[src/rtl/rtc_bus_sequencer.sv]
// rtc_bus_sequencer: walks the enabled RTC registers over the multiplexed
// a_d/cs/rd/wr bus and moves each one between the RTC and the register RAM.
// Read mode copies RTC -> RAM, write mode copies RAM -> RTC. Every output
// comes straight from a flop: the next-state logic also computes the value
// each output takes in the following cycle.
module rtc_bus_sequencer #(
    parameter int N_REGS    = 7,
    parameter int IDX_W     = 3,
    parameter int DATA_W    = 8,
    parameter int PHASE_CYC = 4
) (
    input  logic              clk,
    input  logic              reset,
    input  logic              start,
    input  logic              mode,
    input  logic [N_REGS-1:0] reg_mask,
    output logic              busy,
    output logic              done,
    output logic [IDX_W-1:0]  reg_idx,
    input  logic [DATA_W-1:0] reg_addr,
    output logic              a_d,
    output logic              cs,
    output logic              rd,
    output logic              wr,
    output logic [DATA_W-1:0] bus_out,
    output logic              bus_oe,
    input  logic [DATA_W-1:0] bus_in,
    output logic [IDX_W-1:0]  ram_idx,
    output logic [DATA_W-1:0] ram_wdata,
    output logic              ram_we,
    output logic              ram_re,
    input  logic [DATA_W-1:0] ram_rdata
);

    localparam int         PTR_W = IDX_W + 1;
    localparam logic [7:0] LAST  = 8'(PHASE_CYC - 1);

    typedef enum logic [2:0] {
        S_IDLE, S_SCAN, S_ADDR, S_GAP, S_DATA, S_STORE, S_RECOV, S_DONE
    } state_t;

    state_t              state_q, state_d;
    logic [7:0]          cnt_q, cnt_d;
    logic                mode_q, mode_d;
    logic [N_REGS-1:0]   mask_q, mask_d;
    logic                hit_q, hit_d;
    logic [IDX_W-1:0]    reg_idx_q, reg_idx_d;

    logic                a_d_q, a_d_d;
    logic                cs_q, cs_d;
    logic                rd_q, rd_d;
    logic                wr_q, wr_d;
    logic [DATA_W-1:0]   bus_out_q, bus_out_d;
    logic                bus_oe_q, bus_oe_d;
    logic [DATA_W-1:0]   ram_wdata_q, ram_wdata_d;
    logic                ram_we_q, ram_we_d;
    logic                ram_re_q, ram_re_d;
    logic                busy_q, busy_d;
    logic                done_q, done_d;

    // The scan runs one cycle ahead: it is evaluated on the edge that enters
    // SCAN, so reg_idx (and hence reg_addr) is already settled when ADDR
    // starts and bus_out carries the right address from the first ADDR cycle.
    logic [N_REGS-1:0]   scan_mask;
    logic [PTR_W-1:0]    scan_ptr;
    logic                scan_hit;
    logic [IDX_W-1:0]    scan_sel;

    assign scan_mask = (state_q == S_IDLE) ? reg_mask : mask_q;
    assign scan_ptr  = (state_q == S_IDLE) ? '0 : (PTR_W'(reg_idx_q) + PTR_W'(1));

    // Lowest enabled register at or above the scan pointer.
    always_comb begin
        scan_hit = 1'b0;
        scan_sel = '0;
        for (int i = N_REGS - 1; i >= 0; i--) begin
            if (scan_mask[i] && (PTR_W'(i) >= scan_ptr)) begin
                scan_hit = 1'b1;
                scan_sel = IDX_W'(i);
            end
        end
    end

    // Next-state sequencing, then the output values for the state being entered.
    always_comb begin
        state_d     = state_q;
        mode_d      = mode_q;
        mask_d      = mask_q;
        hit_d       = hit_q;
        reg_idx_d   = reg_idx_q;
        bus_out_d   = bus_out_q;
        ram_wdata_d = ram_wdata_q;

        unique case (state_q)
            S_IDLE: begin
                if (start) begin
                    state_d = S_SCAN;
                    mode_d  = mode;
                    mask_d  = reg_mask;
                    hit_d   = scan_hit;
                    if (scan_hit) reg_idx_d = scan_sel;
                end
            end
            S_SCAN: begin
                state_d = hit_q ? S_ADDR : S_DONE;
            end
            S_ADDR: begin
                if (cnt_q == LAST) state_d = S_GAP;
            end
            S_GAP: begin
                // RAM word requested on the first GAP cycle is valid on the second.
                if (mode_q && (cnt_q == 8'd1)) bus_out_d = ram_rdata;
                if (cnt_q == LAST) state_d = S_DATA;
            end
            S_DATA: begin
                if (cnt_q == LAST) begin
                    state_d = mode_q ? S_RECOV : S_STORE;
                    if (!mode_q) ram_wdata_d = bus_in;
                end
            end
            S_STORE: begin
                state_d = S_RECOV;
            end
            S_RECOV: begin
                if (cnt_q == LAST) begin
                    state_d = S_SCAN;
                    hit_d   = scan_hit;
                    if (scan_hit) reg_idx_d = scan_sel;
                end
            end
            S_DONE: begin
                state_d = S_IDLE;
            end
            default: begin
                state_d = S_IDLE;
            end
        endcase

        cnt_d = ((state_d == state_q) && (state_q != S_IDLE)) ? (cnt_q + 8'd1) : 8'd0;

        a_d_d    = 1'b1;
        cs_d     = 1'b1;
        rd_d     = 1'b1;
        wr_d     = 1'b1;
        bus_oe_d = 1'b0;
        ram_we_d = 1'b0;
        ram_re_d = 1'b0;
        busy_d   = (state_d != S_IDLE);
        done_d   = (state_d == S_DONE);

        unique case (state_d)
            S_SCAN: begin
                // a_d drops while cs is still high so it never moves with cs.
                a_d_d = ~hit_d;
            end
            S_ADDR: begin
                a_d_d     = 1'b0;
                cs_d      = 1'b0;
                wr_d      = 1'b0;
                bus_oe_d  = 1'b1;
                bus_out_d = reg_addr;
            end
            S_GAP: begin
                ram_re_d = mode_q && (state_q == S_ADDR);
            end
            S_DATA: begin
                cs_d = 1'b0;
                if (mode_q) begin
                    wr_d     = 1'b0;
                    bus_oe_d = 1'b1;
                end else begin
                    rd_d = 1'b0;
                end
            end
            S_STORE: begin
                ram_we_d = 1'b1;
            end
            default: begin
            end
        endcase
    end

    // State and registered outputs; reset returns the bus to idle at once.
    always_ff @(posedge clk or negedge reset) begin
        if (!reset) begin
            state_q     <= S_IDLE;
            cnt_q       <= 8'd0;
            mode_q      <= 1'b0;
            mask_q      <= '0;
            hit_q       <= 1'b0;
            reg_idx_q   <= '0;
            a_d_q       <= 1'b1;
            cs_q        <= 1'b1;
            rd_q        <= 1'b1;
            wr_q        <= 1'b1;
            bus_out_q   <= '0;
            bus_oe_q    <= 1'b0;
            ram_wdata_q <= '0;
            ram_we_q    <= 1'b0;
            ram_re_q    <= 1'b0;
            busy_q      <= 1'b0;
            done_q      <= 1'b0;
        end else begin
            state_q     <= state_d;
            cnt_q       <= cnt_d;
            mode_q      <= mode_d;
            mask_q      <= mask_d;
            hit_q       <= hit_d;
            reg_idx_q   <= reg_idx_d;
            a_d_q       <= a_d_d;
            cs_q        <= cs_d;
            rd_q        <= rd_d;
            wr_q        <= wr_d;
            bus_out_q   <= bus_out_d;
            bus_oe_q    <= bus_oe_d;
            ram_wdata_q <= ram_wdata_d;
            ram_we_q    <= ram_we_d;
            ram_re_q    <= ram_re_d;
            busy_q      <= busy_d;
            done_q      <= done_d;
        end
    end

    assign busy      = busy_q;
    assign done      = done_q;
    assign reg_idx   = reg_idx_q;
    assign ram_idx   = reg_idx_q;
    assign a_d       = a_d_q;
    assign cs        = cs_q;
    assign rd        = rd_q;
    assign wr        = wr_q;
    assign bus_out   = bus_out_q;
    assign bus_oe    = bus_oe_q;
    assign ram_wdata = ram_wdata_q;
    assign ram_we    = ram_we_q;
    assign ram_re    = ram_re_q;

endmodule

[config.mk]
export PLATFORM = sky130hd
export DESIGN_NAME = rtc_bus_sequencer
export DESIGN_NICKNAME = d
export VERILOG_FILES = /design/src/rtl/rtc_bus_sequencer.sv
export SDC_FILE = /design/constraint.sdc
export NUM_CORES = 1
export LEC_CHECK = 0
export BUFFER_PORTS_ARGS = -buffer_cell sky130_fd_sc_hd__buf_2
export CAP_MARGIN = 20
export CORE_ASPECT_RATIO = 0.9
export CORE_MARGIN = 4
export CORE_UTILIZATION = 55
export CTS_CLUSTER_DIAMETER = 60
export CTS_CLUSTER_SIZE = 28
export DETAILED_ROUTE_END_ITERATION = 10
export GPL_ROUTABILITY_DRIVEN = 0
export GPL_TIMING_DRIVEN = 0
export PLACE_DENSITY_LB_ADDON = 0.12
export SYNTH_ARGS = -nofsm -noshare
export SYNTH_HDL_FRONTEND = slang
export SYNTH_SLANG_ARGS = --single-unit
[constraint.sdc]
create_clock -name clk -period 4.3 [get_ports clk]
set_input_delay 0.43 -clock clk [delete_from_list [all_inputs] [get_ports clk]]
set_output_delay 0.43 -clock clk [all_outputs]
set_load 0.01 [all_outputs]
==> results by group <==
Power
  – Power per cell area: 694 nW/um^2
  – Design Power: 0.00207 W
  – Max rail drop VDD: 0.302 mV
  – P_leak: 1.47 nW

Worst setup path
  – Critical path class: flip-flop to flip-flop
  – Arrival time worst endpoint: 2.60 ns
  – Critical-path maximum fanout: 7
  – Worst path required time: 4.48 ns
  – Critical path launch point type: flip-flop
  – Nature of the critical path endpoint: flip-flop

STA
  – Final min period: 2.42 ns
  – Max Slew Vio Count: 0
  – Rel. slew slack: 0.521
  – Worst Tran Pin Value: 0.715 ns
  – Hold Violations, Final: 0
  – Final setup viols: 0
  – Post-route setup slack: 1.88 ns
  – RSZ-0062 raised after global routing: false
  – Fmax: 413 MHz
  – Final Cycle Share: 0.563
  – Layout Skew: 0.00906 ns
  – Setup_tns: 0 ns

Clock network
  – Setup bufs post-CTS: 0
  – CTS tree: yes
  – Max Buffers Root-to-Sink: 2
  – PostCTS Resize Cnt: 0
  – Htree depth: 2
  – Clk_lat worst skew: 0.30 ns
  – Clock slew at reported path FFs: 0.09 ns
  – CTS Buf Count: 5
  – Cts hold-fix bufs: 0
  – CTS Root Cell: clkbuf_8
  – CTS sink count: 48

Placement
  – Placed inst area: 2860 um^2
  – Placed wire-length estimate: 3810 um
  – Port Buf Inserts: 65
  – Setup WS pre-CTS: 1.92 ns

Floorplan
  – IO Pins: 66
  – Horiz. Die Dim: 78.4 um
  – Die ar.: 5590 um^2
  – Initial Utilization: 0.586
  – Core Region: 4180 um^2
  – Row Count: 22
  – Die span in y: 71.3 um

Global routing
  – Initial antenna violation count: 0
  – Vias in the first global route: 1881
  – First-pass GRT wire length: 8650 um
  – Total track usage: 0.192
  – Largest net degree at the start of global routing: 49
  – Overflow after GRT: 0

Route
  – DR WL/cell: 14.3 um
  – WL final: 5290 um
  – Via density: 5.44
  – DRC violations left: 0
  – Initial DRC count: 103
  – ANT nets after route: 0
  – Drt pass-1 iters: 4
  – Via count: 2007

Run
  – Max Cap Viol: 0

Synth
  – Synth warnings: 0
  – Asr flop ratio synth: 1.00
  – EDFF count, synth: 0
  – Post-synthesis cell type count: 50
  – Synthesized Nets: 272
  – Post-Synthesis Cell Area: 2450 um^2
  – Avg Cell Area, Syn: 10.5 um^2
  – Gate Count Post-Synth: 234
  – Post-synthesis sequential area ratio: 0.492
  – Ys flop type: dfrtp_1
  – Flops & latches, synth: 48

Finish
  – Synth-to-layout area growth: 22.0%
  – Finished Cell Area: 2990 um^2
  – Post-layout nets: 346
  – Layout fillers: 338
  – Finished Core Util: 0.714
  – Antenna diodes: 0
  – Share of layout cells above drive strength 1: 0.379

Run status
  – Outcome: completed

Worst hold path
  – Hold crit path type: input pin to async pin
## area by class of cell
cell class / instances / area (um^2) / share of cell area
plain buffers: 13 / 73.8 / 0.0247
clock buffers: 7 / 76.3 / 0.0255
clock inverters: 1 / 30.0 / 0.0100
inverters: 5 / 18.8 / 0.00628
multi-input cells: 168 / 1150 / 0.385
flip-flops and latches: 48 / 1210 / 0.404
well taps: 60 / 75.1 / 0.0251
repair buffers: 67 / 358 / 0.120
## synth_stat cells, drive strengths merged, types with 6 or more instances
cell | instances | area, um^2
mux2 | 17 | 195
nand2 | 9 | 33.8
nor3 | 6 | 41.3
buf | 12 | 70.1
o21ai | 9 | 45.0
dfrtp | 44 | 1100
a21o | 10 | 75.1
nor2 | 26 | 100
a22o | 8 | 70.1
nand3 | 8 | 40.0
a21oi | 17 | 92.6
## flip-flops by register name, indices dropped and copies added, names as in the netlist, named ones only
signal	cells
bus_out	8
mode_q	1
cnt_q	8
bus_oe	1
a_d	1
busy	1
ram_idx	3
cs	1
done	1
state_q	3
mask_q	7
ram_re	1
ram_wdata	8
rd	1
ram_we	1
wr	1
## final timing paths
path | start | end | slack (ns) | cells after the start
max | ram_idx[1] | ram_idx[0] | 1.88 | 7
min | reset | state_q[0] | 0.14 | 1
max reg2reg | ram_idx[1] | ram_idx[0] | 1.88 | 7
min reg2reg | bus_out[7] | bus_out[7] | 0.47 | 1
max in group asynchronous | reset | ram_idx[2] | 3.64 | 2
min in group clk | bus_in[1] | ram_wdata[1] | 0.36 | 2
## worst max-delay path, cell delays in order, from the launching register on
cell	delay [ns]
dfrtp_1	0.48
ha_1	0.26
and2_1	0.16
a21oi_1	0.15
o41ai_1	0.45
inv_1	0.12
a31oi_2	0.35
mux2_4	0.33
## cell families after synthesis
logic type | Yosys count | synth area share
buffers and inverters | 18 | 0.0378
flip-flops | 48 | 0.492
XOR/XNOR | 7 | 0.0250
AND/OR/NAND/NOR | 75 | 0.160
adder cells (fa/ha/maj) | 3 | 0.0153
AO/OA/AOI/OAI | 64 | 0.182
multiplexers | 19 | 0.0878
## power by group
group | internal [W] | switching (W) | leakage [nW] | total [W]
registers | 0.000612 | 0.000103 | 0.602 | 0.000715
logic | 0.000476 | 0.000570 | 0.811 | 0.00105
clock network | 0.000174 | 0.000139 | 0.0524 | 0.000313
total | 0.00126 | 0.000812 | 1.47 | 0.00207
## through the flow
| step | cells | hold WS, ns |
|---|---|---|
| final | 369 | 0.136 |
| after global routing | 369 | 0.164 |
| after CTS | 368 | 0.345 |
| after detailed placement | 360 | 0.459 |
| after global placement | 359 | 0.455 |
| after floorplan | 234 | 0.134 |
## placed cells by master, fill, tap and decap left out, drive strengths merged, types with 2 or more instances in the layout
| master | n |
|---|---|
| nand2b | 2 |
| o21bai | 2 |
| ha | 3 |
| o22ai | 2 |
| xor2 | 4 |
| and2 | 2 |
| dfstp | 4 |
| a21boi | 2 |
| clkbuf | 8 |
| and3 | 3 |
| nand3 | 8 |
| a21oi | 17 |
| a311oi | 2 |
| o21ai | 9 |
| o22a | 2 |
| a31oi | 2 |
| xnor2 | 3 |
| a22o | 8 |
| buf | 79 |
| inv | 5 |
| a21o | 10 |
| nor2 | 26 |
| nand4 | 2 |
| mux2i | 2 |
| nor3 | 6 |
| nand2 | 9 |
| mux2 | 17 |
| nor2b | 2 |
| dfrtp | 44 |
| o31ai | 2 |
| or2 | 4 |
| nor4 | 2 |
| or3 | 5 |
## layer usage
metal  vias up  share of wire  global-route usage
met1       950           0.44               0.257
met3         5          0.059              0.0377
met4         0         0.0068              0.0485
met5         -              0                   0
met2        65           0.49               0.324
li1        987              -                   -
Note: power is estimated with default switching activity, not from simulation.
